File: src/rtl/encoder_pkg.sv
// Shared types and constants for the RV32I program-load encoder.
// ENC_IMM_CHECK_EN adds the immediate range helper used for the sticky err flag.
package encoder_pkg;

    typedef enum logic [2:0] {
        KIND_R      = 3'd0,
        KIND_I_ALU  = 3'd1,
        KIND_LOAD   = 3'd2,
        KIND_STORE  = 3'd3,
        KIND_BRANCH = 3'd4,
        KIND_JAL    = 3'd5
    } kind_t;

    localparam logic [3:0] ALU_ADD = 4'b0000;
    localparam logic [3:0] ALU_SUB = 4'b0001;
    localparam logic [3:0] ALU_AND = 4'b0010;
    localparam logic [3:0] ALU_OR  = 4'b0011;
    localparam logic [3:0] ALU_XOR = 4'b0100;
    localparam logic [3:0] ALU_SLT = 4'b0101;
    localparam logic [3:0] ALU_SLL = 4'b0110;
    localparam logic [3:0] ALU_SRL = 4'b0111;
    localparam logic [3:0] ALU_SRA = 4'b1000;

    localparam logic [6:0] OP_R      = 7'b0110011;
    localparam logic [6:0] OP_I      = 7'b0010011;
    localparam logic [6:0] OP_LOAD   = 7'b0000011;
    localparam logic [6:0] OP_STORE  = 7'b0100011;
    localparam logic [6:0] OP_BRANCH = 7'b1100011;
    localparam logic [6:0] OP_JAL    = 7'b1101111;

    typedef enum logic [1:0] {
        ST_IDLE  = 2'd0,
        ST_RUN   = 2'd1,
        ST_DRAIN = 2'd2,
        ST_FIN   = 2'd3
    } state_t;

`ifdef ENC_IMM_CHECK_EN
    // True when imm is representable in the immediate field of this class.
    function automatic logic imm_fits(input logic [2:0] kind, input logic [31:0] imm);
        case (kind)
            KIND_I_ALU, KIND_LOAD, KIND_STORE: return imm[31:11] == {21{imm[11]}};
            KIND_BRANCH: return (imm[31:12] == {20{imm[12]}}) && !imm[0];
            KIND_JAL:    return (imm[31:20] == {12{imm[20]}}) && !imm[0];
            default:     return 1'b1;
        endcase
    endfunction
`endif

endpackage

File: src/rtl/instr_pack.sv
// Combinational packing of one encode request into an RV32I instruction word.
module instr_pack
    import encoder_pkg::*;
(
    input  logic [2:0]  kind,
    input  logic [3:0]  alu,
    input  logic [4:0]  rd,
    input  logic [4:0]  rs1,
    input  logic [4:0]  rs2,
    input  logic [31:0] imm,
    output logic [31:0] word
);

    logic [2:0] funct3;
    logic       f7b5;
    logic       is_shift;
    logic       unused_imm;

    assign unused_imm = ^imm[31:21];

    // Undefined ALU codes fall back to ADD.
    always_comb begin
        funct3 = 3'b000;
        f7b5   = 1'b0;
        case (alu)
            ALU_ADD: begin funct3 = 3'b000; f7b5 = 1'b0; end
            ALU_SUB: begin funct3 = 3'b000; f7b5 = 1'b1; end
            ALU_AND: funct3 = 3'b111;
            ALU_OR:  funct3 = 3'b110;
            ALU_XOR: funct3 = 3'b100;
            ALU_SLT: funct3 = 3'b010;
            ALU_SLL: funct3 = 3'b001;
            ALU_SRL: funct3 = 3'b101;
            ALU_SRA: begin funct3 = 3'b101; f7b5 = 1'b1; end
            default: begin funct3 = 3'b000; f7b5 = 1'b0; end
        endcase
    end

    assign is_shift = (funct3 == 3'b001) || (funct3 == 3'b101);

    always_comb begin
        word = 32'h0;
        case (kind)
            KIND_R:
                word = {1'b0, f7b5, 5'b0, rs2, rs1, funct3, rd, OP_R};
            KIND_I_ALU:
                // Non-shift I ops drop f7b5, so SUB encodes as ADDI.
                if (is_shift)
                    word = {1'b0, f7b5, 5'b0, imm[4:0], rs1, funct3, rd, OP_I};
                else
                    word = {imm[11:0], rs1, funct3, rd, OP_I};
            KIND_LOAD:
                word = {imm[11:0], rs1, 3'b010, rd, OP_LOAD};
            KIND_STORE:
                word = {imm[11:5], rs2, rs1, 3'b010, imm[4:0], OP_STORE};
            KIND_BRANCH:
                word = {imm[12], imm[10:5], rs2, rs1, 3'b000, imm[4:1], imm[11], OP_BRANCH};
            KIND_JAL:
                word = {imm[20], imm[10:1], imm[11], imm[19:12], rd, OP_JAL};
            default:
                word = 32'h0;
        endcase
    end

endmodule

File: src/rtl/instr_encoder.sv
// Program-load session controller: encodes requests and streams words to instruction memory.
// Define ENC_IMM_CHECK_EN to enable the sticky immediate-range error flag on err.
module instr_encoder
    import encoder_pkg::*;
(
    input  logic        clk,
    input  logic        reset_n,
    input  logic        start,
    input  logic        stop,
    input  logic [31:0] base_addr,
    input  logic        req_valid,
    output logic        req_ready,
    input  logic [2:0]  req_kind,
    input  logic [3:0]  req_alu,
    input  logic [4:0]  req_rd,
    input  logic [4:0]  req_rs1,
    input  logic [4:0]  req_rs2,
    input  logic [31:0] req_imm,
    output logic        mem_we,
    input  logic        mem_ready,
    output logic [31:0] mem_addr,
    output logic [31:0] mem_wdata,
    output logic [15:0] count,
    output logic        busy,
    output logic        done,
    output logic        err
);

    // Handshakes: a request transfers on a rising edge with req_valid && req_ready;
    // a memory write completes on a rising edge with mem_we && mem_ready, and the
    // output register holds mem_we/mem_addr/mem_wdata unchanged until then.

    state_t      state;
    logic [31:0] word;
    logic        accept;
    logic        wr_done;
    logic        unused_base;

    assign unused_base = ^base_addr[1:0];

    instr_pack u_pack (
        .kind (req_kind),
        .alu  (req_alu),
        .rd   (req_rd),
        .rs1  (req_rs1),
        .rs2  (req_rs2),
        .imm  (req_imm),
        .word (word)
    );

    assign req_ready = (state == ST_RUN) && (!mem_we || mem_ready);
    assign accept    = req_valid && req_ready;
    assign wr_done   = mem_we && mem_ready;
    assign busy      = (state != ST_IDLE);
    assign done      = (state == ST_FIN);

    always_ff @(posedge clk or negedge reset_n) begin
        if (!reset_n) begin
            state     <= ST_IDLE;
            mem_we    <= 1'b0;
            mem_addr  <= 32'h0;
            mem_wdata <= 32'h0;
            count     <= 16'h0;
        end else begin
            if (wr_done) begin
                mem_addr <= mem_addr + 32'd4;
                if (count != 16'hFFFF)
                    count <= count + 16'd1;
            end

            if (accept) begin
                mem_we    <= 1'b1;
                mem_wdata <= word;
            end else if (mem_ready) begin
                mem_we <= 1'b0;
            end

            case (state)
                ST_IDLE:
                    if (start) begin
                        state    <= ST_RUN;
                        mem_addr <= {base_addr[31:2], 2'b00};
                        count    <= 16'h0;
                    end
                ST_RUN:
                    if (stop)
                        state <= ST_DRAIN;
                // The register is empty after this edge when nothing is pending or it drains now.
                ST_DRAIN:
                    if (!mem_we || mem_ready)
                        state <= ST_FIN;
                ST_FIN:
                    state <= ST_IDLE;
                default:
                    state <= ST_IDLE;
            endcase
        end
    end

`ifdef ENC_IMM_CHECK_EN
    logic imm_bad;

    assign imm_bad = !imm_fits(req_kind, req_imm);

    always_ff @(posedge clk or negedge reset_n) begin
        if (!reset_n)
            err <= 1'b0;
        else if (state == ST_IDLE && start)
            err <= 1'b0;
        else if (accept && imm_bad)
            err <= 1'b1;
    end
`else
    assign err = 1'b0;
`endif

endmodule

File: config.mk
export PLATFORM = sky130hd
export DESIGN_NAME = instr_encoder
export DESIGN_NICKNAME = d
export VERILOG_FILES = /design/src/rtl/encoder_pkg.sv /design/src/rtl/instr_pack.sv /design/src/rtl/instr_encoder.sv
export SDC_FILE = /design/constraint.sdc
export NUM_CORES = 1
export LEC_CHECK = 0
export CAP_MARGIN = 20
export CORE_MARGIN = 5
export CORE_UTILIZATION = 25
export CTS_CLUSTER_SIZE = 10
export DETAILED_ROUTE_END_ITERATION = 12
export PLACE_DENSITY_LB_ADDON = 0.25
export SYNTH_ARGS = -nofsm -noshare
export SYNTH_HDL_FRONTEND = slang
export SYNTH_HIERARCHICAL = 1
export SYNTH_SLANG_ARGS = --single-unit
File: constraint.sdc
create_clock -name clk -period 2.6 [get_ports clk]
set_clock_uncertainty 0.15 [all_clocks]
set_input_delay 0.52 -clock clk [delete_from_list [all_inputs] [get_ports clk]]
set_output_delay 0.52 -clock clk [all_outputs]
set_load 0.01 [all_outputs]
==> results.py <==
metrics = {
    "critical_path": {
        "path_class": "register to primary output",
        "cp.required_ns": 1.93,
        "arrival_ns": 1.72,
        "worst_setup_path_start_kind": "register",
        "critPathMaxFanout": 4,
        "crit_path_end_kind": "primary output",
    },
    "detailed_routing": {
        "drc": 0,
        "via_per_inst": 4.88,
        "detail-route-antenna-nets": 0,
        "wl_per_cell_um": 16.2,
        "drtIter0Drc": 134,
        "vias": 4593,
        "routed_wl_mm": 15.2,
        "first_pass_iters": 4,
    },
    "sta": {
        "rsz0062_at_grt": "false",
        "fmax_mhz": 418,
        "finalHoldWorstSlack_ns": -0.00671,
        "setup-violations-final": 0,
        "slew_headroom_pct": 64.9,
        "finalWorstSetupSlack_ns": 0.205,
        "setup-tns-final_ns": 0,
        "finalCritPeriodShare_pct": 92.1,
        "slew_violations": 0,
        "period_needed_ns": 2.39,
        "worst_slew_pin_slew_ns": 0.527,
        "hold_viol_final": 4,
    },
    "clock_network": {
        "cts_made_buffers": 9,
        "post_cts_buffers": 0,
        "clk_path_buf_depth": 2,
        "path_clk_slew_ns": 0.06,
        "root_buffer": "clkbuf_16",
        "htree_levels": 3,
        "clock-sinks": 81,
        "cts_tree": "yes",
        "clk_latency_ns": 0.34,
    },
    "global_routing": {
        "grt_pass1_vias": 4716,
        "grt_max_degree": 46,
        "track_usage_pct": 13.7,
        "grt-ovfl-total": 0,
        "antenna_found_initial": 0,
        "grt_pass1_wl_mm": 24.8,
    },
    "floorplan": {
        "dieArea_mm2": 0.0222,
        "dieHeight_um": 149,
        "start_util_pct": 25.6,
        "ioPinCount": 177,
        "core_area_mm2": 0.0188,
        "die_w_um": 149,
        "std_cell_rows": 50,
    },
    "outcome": {
        "status": "finished with violations",
        "failed_checks": "hold timing",
    },
    "yosys": {
        "synth_area_mm2": 0.00482,
        "yosysWarnings": 6,
        "synth.most_common_cell": "dfrtp_1",
        "yosysSeqAreaShare_pct": 42.0,
        "synth_flop_cell": "dfrtp_1",
        "yosysTopAreaCell": "dfrtp_1",
        "yosysUniqueCellTypes": 58,
        "synthTopCellsByCount": "81 x dfrtp_1, 42 x nand2_1, 34 x mux2_2",
        "ys_ff_latch": 81,
        "synth_top_area_share_pct": 42.0,
        "syn_inst": 509,
        "async_flop_share_pct": 100,
        "synthTopCellsByArea": "dfrtp_1 42%, mux2_2 7.9%, a31oi_1 3.4%",
        "avgSynthCellArea_um2": 9.48,
        "synth-edff-count": 0,
    },
    "job": {
        "maxCapViolCount": 0,
    },
    "cells_and_area": {
        "drive_gt1_share_pct": 13.1,
        "final_util_pct": 37.9,
        "syn_to_final_growth_pct": 47.8,
        "antenna_cells": 0,
        "nNetsFinal": 775,
        "filler_cell_count": 1898,
    },
    "power": {
        "vdd_ir_drop_max_v": 0.000374,
        "pwr_density_cell_mw_per_mm2": 876,
        "leakage_nw": 2.80,
    },
    "worst_hold_path": {
        "hold_class": "input pin to asynchronous set/reset pin",
    },
    "placement": {
        "place.port_buffers": 160,
        "place.gp.congestion": 0.780,
        "place_ws_ns": -0.109,
        "dp_hpwl_mm": 11.3,
    },
}
==> where the power goes <==
part	total, W	internal (W)	switching, W	leakage [nW]
Sequential	0.00227	0.00175	0.000521	1.01
Clock	0.00117	0.000644	0.000524	0.122
Combinational	0.00281	0.00160	0.00120	1.67
Total	0.00625	0.00400	0.00225	2.80
==> registers in the layout (all words and copies together), names as in the netlist <==
signal	cells
count	16
mem_addr	30
mem_we	1
mem_wdata	32
state	2
==> worst max-delay path, cell delays in order (launching register included) <==
cell and delay, ns:
dfrtp_1 0.41, inv_1 0.10, ha_1 0.23, inv_1 0.08, clkdlybuf4s50_1 0.57
==> through the flow <==
stage	total power (W)	area (um^2)	instances
final	0.00625	7130	941
after global routing	0.00668	7130	941
after CTS	0.00637	7130	941
after detailed placement	0.00514	6860	925
after global placement	0.00507	6860	925
after floorplan	0.00349	4830	511
==> placed cells by master (no fill, tap or decap), types with 2 or more instances in the layout <==
cell type	count
clkdlybuf4s50_1	157
dfrtp_1	81
nand2_1	42
mux2_2	34
o21ai_0	32
nor2_1	27
a31oi_1	26
buf_4	26
inv_1	20
or3_1	15
nand4_1	15
o22ai_1	15
nand3_1	13
o31ai_1	12
or4_1	12
xnor2_1	11
a21oi_1	11
nor2b_1	11
mux2i_1	10
clkbuf_16	9
nor4_1	7
ha_1	7
and4_1	6
and2_1	6
xor2_1	6
a22oi_1	5
a2bb2oi_1	5
nand2b_1	5
and3_1	4
nor3_1	4
buf_12	4
nand3b_1	3
a211o_1	3
conb_1	3
clkinvlp_4	3
a311oi_1	2
clkbuf_1	2
clkinv_2	2
==> area by class of cell <==
class                   instances  area, um^2  area share, %
multi-input cells             375        2570           36.0
flip-flops and latches         81        2030           28.4
repair buffers                189        1870           26.2
well taps                     260         325           4.56
clock buffers                  11         233           3.26
inverters                      20        75.1           1.05
clock inverters                 5        32.5          0.456
==> logic make-up (layout without fill, tap and decap cells) <==
family                     count (synthesis)  after routing  share of synthesized area [%]
DFF                                       81             81                           42.0
and+or+nand+nor                          182            182                           21.5
other                                      1              3                         0.0777
buffers and inverters                     55            225                           4.98
adders and majority gates                  7              7                           1.82
muxes                                     44             44                           10.0
AOI/OAI and AO/OA                        122            122                           16.5
xor gates and xnor gates                  17             17                           3.09
==> metal layers <==
metal / global-route usage, % / vias to the layer above / part of all wire, % / wire [um]
li1: - / 2217 / - / -
met1: 17.5 / 2252 / 43 / 6560
met2: 22.9 / 104 / 50 / 7610
met3: 2.58 / 20 / 4.7 / 720
met4: 5.72 / 0 / 2.1 / 313
met5: 0 / - / 0 / 0
==> repair_timing <==
item / in CTS / in global routing
setup endpoints to repair: 1 / 1
resized for setup: 2 / 1
hold buffers: 0 / 0
==> worst paths after layout <==
path / from / end / slack, ns / cells past startpoint
worst min-delay path: reset_n / count[12] / -0.007 / 1
max in group asynchronous: reset_n / count[9] / 1.64 / 2
worst max register to register: mem_addr[2] / mem_addr[26] / 0.32 / 5
min in group clk: mem_wdata[9] / mem_wdata[9] / 0.36 / 1
worst min register to register: mem_wdata[9] / mem_wdata[9] / 0.36 / 1
worst max-delay path: state[0] / busy / 0.21 / 4
(Power assumes the default switching activity.)
